==> config.mk <==
export PLATFORM = sky130hd
export DESIGN_NAME = seg_scan_ctrl
export DESIGN_NICKNAME = d
export VERILOG_FILES = /design/src/rtl/seg_pkg.sv /design/src/rtl/seg_hex_decode.sv /design/src/rtl/seg_scan_ctrl.sv
export SDC_FILE = /design/constraint.sdc
export NUM_CORES = 1
export LEC_CHECK = 0
export ABC_AREA = 1
export BUFFER_PORTS_ARGS = -buffer_cell sky130_fd_sc_hd__buf_2
export CAP_MARGIN = 20
export CORE_MARGIN = 2
export CORE_UTILIZATION = 55
export CTS_CLUSTER_SIZE = 24
export DETAILED_ROUTE_END_ITERATION = 12
export GPL_ROUTABILITY_DRIVEN = 0
export PLACE_DENSITY = 0.8
export REMOVE_ABC_BUFFERS = 1
export SLEW_MARGIN = 10
export SYNTH_ARGS = -nofsm -noshare
export SYNTH_HDL_FRONTEND = slang
export SYNTH_SLANG_ARGS = --single-unit
==> constraint.sdc <==
create_clock -name clk -period 2.6 [get_ports clk]
set_input_delay 0.52 -clock clk [delete_from_list [all_inputs] [get_ports clk]]
set_output_delay 0.52 -clock clk [all_outputs]
set_load 0.03 [all_outputs]
==> src/rtl/seg_pkg.sv <==
// Shared definitions for the multiplexed seven-segment scan controller:
// register map, CTRL field positions, register-set layout and the hex glyph table.
package seg_pkg;

  localparam logic [11:0] OFF_DATA   = 12'h000;
  localparam logic [11:0] OFF_CTRL   = 12'h004;
  localparam logic [11:0] OFF_DP     = 12'h008;
  localparam logic [11:0] OFF_RAW_LO = 12'h00C;
  localparam logic [11:0] OFF_RAW_HI = 12'h010;

  localparam int CTRL_RAW   = 8;
  localparam int CTRL_BLINK = 9;
  localparam int CTRL_LZS   = 10;

  localparam logic [7:0] SEG_BLANK = 8'hFF;

  // Only the CTRL bits that carry meaning are stored.
  typedef struct packed {
    logic [31:0] data;
    logic [10:0] ctrl;
    logic [7:0]  dp;
    logic [63:0] raw;
  } seg_regs_t;

  localparam seg_regs_t REGS_RESET = '{
    data: 32'h0000_0000,
    ctrl: 11'h0FF,
    dp:   8'h00,
    raw:  {64{1'b1}}
  };

  // Active-low {dp,g,f,e,d,c,b,a} glyphs, entry 0 in the low byte.
  localparam logic [127:0] HEX_SEG_TABLE = {
    8'h8E, 8'h86, 8'hA1, 8'hC6, 8'h83, 8'h88, 8'h90, 8'h80,
    8'hF8, 8'h82, 8'h92, 8'h99, 8'hB0, 8'hA4, 8'hF9, 8'hC0
  };

  function automatic logic [7:0] hex_to_seg(input logic [3:0] value);
    return HEX_SEG_TABLE[{value, 3'b000} +: 8];
  endfunction

endpackage

==> src/rtl/seg_hex_decode.sv <==
// Combinational hex digit to active-low segment pattern, with optional decimal point.
module seg_hex_decode
  import seg_pkg::*;
(
  input  logic [3:0] value,
  input  logic       dp,
  output logic [7:0] pattern
);

  logic [7:0] glyph_s;

  assign glyph_s = hex_to_seg(value);
  assign pattern = {glyph_s[7] & ~dp, glyph_s[6:0]};

endmodule

==> src/rtl/seg_scan_ctrl.sv <==
// Multiplexed seven-segment scan controller with IO-mapped registers, per-frame
// shadowing, blink and leading-zero suppression.
module seg_scan_ctrl #(
  parameter int          NUM_DIGITS   = 8,
  parameter int          SCAN_DIV     = 50000,
  parameter int          BLINK_FRAMES = 64,
  parameter logic [11:0] BASE_ADDR    = 12'h000
) (
  input  logic                  clk,
  input  logic                  rst_n,
  input  logic                  IOen,
  input  logic [11:0]           IOaddr,
  input  logic [31:0]           IOwdata,
  output logic [NUM_DIGITS-1:0] led_en,
  output logic [7:0]            seg
);
  import seg_pkg::*;

  localparam int SW = $clog2(SCAN_DIV);
  localparam int BW = (BLINK_FRAMES > 1) ? $clog2(BLINK_FRAMES) : 1;

  localparam logic [11:0] ADDR_DATA   = BASE_ADDR + OFF_DATA;
  localparam logic [11:0] ADDR_CTRL   = BASE_ADDR + OFF_CTRL;
  localparam logic [11:0] ADDR_DP     = BASE_ADDR + OFF_DP;
  localparam logic [11:0] ADDR_RAW_LO = BASE_ADDR + OFF_RAW_LO;
  localparam logic [11:0] ADDR_RAW_HI = BASE_ADDR + OFF_RAW_HI;

  seg_regs_t       live_r;
  seg_regs_t       shadow_r;
  logic [SW-1:0]   slot_r;
  logic [2:0]      digit_r;
  logic [BW-1:0]   blink_cnt_r;
  logic            blink_on_r;

  logic            slot_wrap_s;
  logic            frame_end_s;
  logic [7:0]      mask_s;
  logic [3:0]      nibble_s;
  logic            dp_bit_s;
  logic [7:0]      hex_seg_s;
  logic [7:0]      pattern_s;
  logic [7:0]      suppress_s;
  logic            run_zero_s;
  logic            blank_s;
  logic [NUM_DIGITS-1:0] led_next_s;

  assign slot_wrap_s = (slot_r == SW'(SCAN_DIV - 1));
  assign frame_end_s = slot_wrap_s && (digit_r == 3'(NUM_DIGITS - 1));

  // Bus writes into the live register set; unmatched addresses are dropped.
  always_ff @(posedge clk or negedge rst_n) begin
    if (!rst_n) begin
      live_r <= REGS_RESET;
    end else if (IOen) begin
      case (IOaddr)
        ADDR_DATA:   live_r.data       <= IOwdata;
        ADDR_CTRL:   live_r.ctrl       <= IOwdata[10:0];
        ADDR_DP:     live_r.dp         <= IOwdata[7:0];
        ADDR_RAW_LO: live_r.raw[31:0]  <= IOwdata;
        ADDR_RAW_HI: live_r.raw[63:32] <= IOwdata;
        default:     live_r            <= live_r;
      endcase
    end
  end

  // Frame-boundary snapshot; a same-edge write lands in live only, so the frame never tears.
  always_ff @(posedge clk or negedge rst_n) begin
    if (!rst_n) begin
      shadow_r <= REGS_RESET;
    end else if (frame_end_s) begin
      shadow_r <= live_r;
    end
  end

  // Slot/digit scan counters and the frame-counting blink phase.
  always_ff @(posedge clk or negedge rst_n) begin
    if (!rst_n) begin
      slot_r      <= '0;
      digit_r     <= 3'd0;
      blink_cnt_r <= '0;
      blink_on_r  <= 1'b1;
    end else begin
      if (slot_wrap_s) begin
        slot_r  <= '0;
        digit_r <= frame_end_s ? 3'd0 : digit_r + 3'd1;
      end else begin
        slot_r  <= slot_r + SW'(1);
      end
      if (frame_end_s) begin
        if (blink_cnt_r == BW'(BLINK_FRAMES - 1)) begin
          blink_cnt_r <= '0;
          blink_on_r  <= ~blink_on_r;
        end else begin
          blink_cnt_r <= blink_cnt_r + BW'(1);
        end
      end
    end
  end

  assign mask_s   = shadow_r.ctrl[7:0];
  assign nibble_s = shadow_r.data[{digit_r, 2'b00} +: 4];
  assign dp_bit_s = shadow_r.dp[digit_r];

  seg_hex_decode u_hex_decode (
    .value   (nibble_s),
    .dp      (dp_bit_s),
    .pattern (hex_seg_s)
  );

  // Leading-zero run from the top digit down; disabled digits neither start nor end it.
  always_comb begin
    run_zero_s = 1'b1;
    suppress_s = 8'h00;
    for (int i = NUM_DIGITS - 1; i >= 0; i--) begin
      run_zero_s    = run_zero_s & ~(mask_s[i] & (|shadow_r.data[4*i +: 4]));
      suppress_s[i] = run_zero_s & (i != 0) & shadow_r.ctrl[CTRL_LZS] & ~shadow_r.ctrl[CTRL_RAW];
    end
  end

  // Next-cycle pattern and digit enable for the digit currently being scanned.
  always_comb begin
    blank_s = ~mask_s[digit_r]
            | (shadow_r.ctrl[CTRL_BLINK] & ~blink_on_r)
            | suppress_s[digit_r];
    if (shadow_r.ctrl[CTRL_RAW]) begin
      pattern_s = shadow_r.raw[{digit_r, 3'b000} +: 8];
    end else begin
      pattern_s = hex_seg_s;
    end
    led_next_s = '1;
    for (int i = 0; i < NUM_DIGITS; i++) begin
      led_next_s[i] = blank_s | (digit_r != 3'(i));
    end
  end

  // Registered display outputs.
  always_ff @(posedge clk or negedge rst_n) begin
    if (!rst_n) begin
      led_en <= '1;
      seg    <= SEG_BLANK;
    end else begin
      led_en <= led_next_s;
      seg    <= blank_s ? SEG_BLANK : pattern_s;
    end
  end

endmodule

==> impl_metrics.tcl <==
set metrics [dict create \
    dp_cells 1760 \
    cp-start-kind "flop" \
    grt_pass1_vias 9774 \
    pre_cts_slack_ns 0.428 \
    initial_core_util 0.559 \
    vias_per_cell 5.35 \
    cts_max_level 1 \
    drt-total-wl_um 28700 \
    dr.pass1.iters 5 \
    startpoint "slot_r[0]" \
    rsz0062_at_grt "no" \
    tightestPinTransition_ns 0.708 \
    numClockSinks 272 \
    final_hold_viol_count 0 \
    io_pins 63 \
    setup_tns_ns 0 \
    clk_latency_ns 0.55 \
    antenna_found_initial 0 \
    multi_input_area_um2 4370 \
    power-per-cell-area_nw_per_um2 623 \
    drv_slew 0 \
    area_growth_pct 12.9 \
    clock_path_buffers 3 \
    p_leak_nw 6.81 \
    fillCellCount 1794 \
    yosys.area.top_type "dfstp_2" \
    track_usage 0.253 \
    drc_errors 0 \
    syn_avg_cell_area_um2 8.36 \
    final_layout_size_suffix_gt1_frac 0.200 \
    regArea_um2 7010 \
    fmax_ghz 0.438 \
    cts_tree "built" \
    io_buffers 62 \
    ir_drop_mv 0.455 \
    cp.required_ns 3.02 \
    setup_viol_count_final 0 \
    finalCritPeriodShare 0.878 \
    worstPathMaxFanout 26 \
    routed-via-count 9707 \
    hpwlAfterDp_um 18800 \
    final_common_cell "nand2_1" \
    yosys_warnings 0 \
    synth_area_leaders "dfstp_2 35%, dfrtp_1 23%, nand2_1 16%" \
    wire_per_inst_um 15.8 \
    n_antenna_cell 0 \
    finalNonFillerCells 1813 \
    drt-initial-drc-count 816 \
    outcome "finished clean" \
    dieArea_um2 23400 \
    max_stage_delay_ns 0.37 \
    cp.arrival_ns 2.70 \
    ys_ff_latch 272 \
    reg2reg_from "slot_r[0]" \
    hp-class "in2reg" \
    cp-endpoint "shadow_r[113]" \
    ys_seq_area_frac 0.575 \
    cap_violations 0 \
    postLayoutSetupSlackWorst_ns 0.317 \
    final_nets 1572 \
    crit_path_top_delay_cell "dfrtp_1" \
    worst_r2r_path_depth 11 \
    syn_area_um2 12200 \
    slew_headroom 0.528 \
    r2r_slack_ns 0.32 \
    clockRootBuffer "clkbuf_16" \
    ant_nets 0 \
    placementRows 54 \
    hold_ws_ns 0.224 \
    ctsResizeCount 0 \
    reg2reg_to "shadow_r[113]" \
    synth_top_area_frac 0.347 \
    cts_buffers 28 \
    final_core_util 0.631 \
    synthDistinctLibCells 38 \
    path_class "reg2reg" \
    period_needed_ns 2.28 \
    core_um2 21800 \
    fp.dieH_um 153 \
    grt_overflow 0 \
    path_cells "ha_1 -> nand2_1 -> nor2_2 -> inv_2 -> nor2_1 -> nand2_1 -> inv_1 -> nand2_2 -> buf_12 -> nor2_1 -> a21oi_1" \
    skew_ns 0.0170 \
    fp.dieW_um 153 \
    clk_pin_slew_worst_paths_ns 0.06 \
    syn_inst 1459 \
    grt_max_degree 99 \
    final_cell_mix "530 x nand2_1, 161 x dfstp_2, 136 x nor2_1" \
    critPathCaptureType "flop" \
    grt_pass1_wl_um 48800 \
]
## metrics by stage
step	power (mW)	instance area, µm²
3_5_place_dp	4.51	12800
3_3_place_gp	4.50	12800
6_report	8.57	13800
2_1_floorplan	4.36	11900
4_1_cts	8.64	13800
5_1_grt	8.85	13800
## how the worst min path moves through the flow
stage | endpoint | cells after the start | slack (ns) | from
floorplan | blink_cnt_r[0] | 0 | 0.22 | rst_n
global placement | slot_r[0] | 1 | 0.44 | slot_r[0]
detailed placement | shadow_r[12] | 2 | 0.46 | shadow_r[12]
CTS | live_r[58] | 3 | 0.21 | IOwdata[26]
global route | live_r[58] | 3 | 0.24 | IOwdata[26]
finish | live_r[58] | 3 | 0.22 | IOwdata[26]
## cell usage after synthesis
master,number
nand2_1,530
dfstp_2,161
nor2_1,136
inv_1,126
dfrtp_1,111
o21ai_0,105
a21oi_1,83
nand3_1,52
clkbuf_1,33
buf_2,22
ha_1,14
o22ai_1,11
o21ai_1,8
nand4_1,7
buf_6,6
nor3_1,6
xor2_1,6
inv_2,5
a211oi_1,4
a31oi_1,3
buf_4,3
o21a_1,3
o21bai_1,3
nand2_2,2
nand3_2,2
nor2_2,2
nor4_1,2
or2_1,2
xnor2_1,2
buf_1,1
nand3b_1,1
nand4_2,1
nor2_4,1
nor3b_1,1
nor3b_2,1
o211ai_1,1
o221ai_1,1
or2_2,1
## critical path, delay by kind of cell, from the launching register on
family          cells  cell delay (ns)
buf+inv             3             0.55
fa+ha+maj           1             0.19
compound gates      1             0.07
flops               1             0.37
simple gates        6             1.00
## report_power, final
part | switching [mW] | leakage, nW | internal (mW)
Sequential | 0.00452 | 3.20 | 4.26
Combinational | 0.126 | 3.13 | 0.0464
Clock | 1.65 | 0.478 | 2.49
## cell type report
cell class | instances | area share
Sequential cell | 272 | 0.509
Multi-Input combinational cell | 991 | 0.317
Clock buffer | 41 | 0.0596
Timing Repair Buffer | 87 | 0.0425
Inverter | 131 | 0.0357
Tap cell | 280 | 0.0255
Clock inverter | 11 | 0.0103
## registers in the layout, summed over array words and instances (netlist names)
| signal | cells |
|---|---|
| mask_s | 8 |
| slot_r | 16 |
| live_r | 115 |
| seg | 8 |
| blink_on_r | 1 |
| blink_cnt_r | 6 |
| led_en | 8 |
| shadow_r | 107 |
| digit_r | 3 |
## what timing repair did
| action | CTS | global route |
|---|---|---|
| setup endpoints to repair | 0 | 0 |
| setup buffers | 0 | 0 |
| hold buffers | 1 | 0 |
| endpoints found under the hold margin | 17 | 0 |
## logic make-up (layout without fill, tap and decap cells)
group / Yosys count / count (layout) / share of synthesized area
AOI/OAI and AO/OA: 222 / 222 / 0.0951
xor gates and xnor gates: 8 / 8 / 0.00575
adders and majority gates: 14 / 14 / 0.0144
and+or+nand+nor: 747 / 747 / 0.243
buffers and inverters: 196 / 270 / 0.0672
DFF: 272 / 272 / 0.575
## per-layer routing
metal | routed length, µm | global-route usage | vias to the layer above | part of all wire
li1 | - | - | 4683 | -
met2 | 13500 | 0.412 | 335 | 0.47
met1 | 12500 | 0.351 | 4632 | 0.43
met4 | 882 | 0.0926 | 0 | 0.031
met5 | 0 | 0 | - | 0
met3 | 1900 | 0.0346 | 57 | 0.066
(Power assumes the default switching activity.)
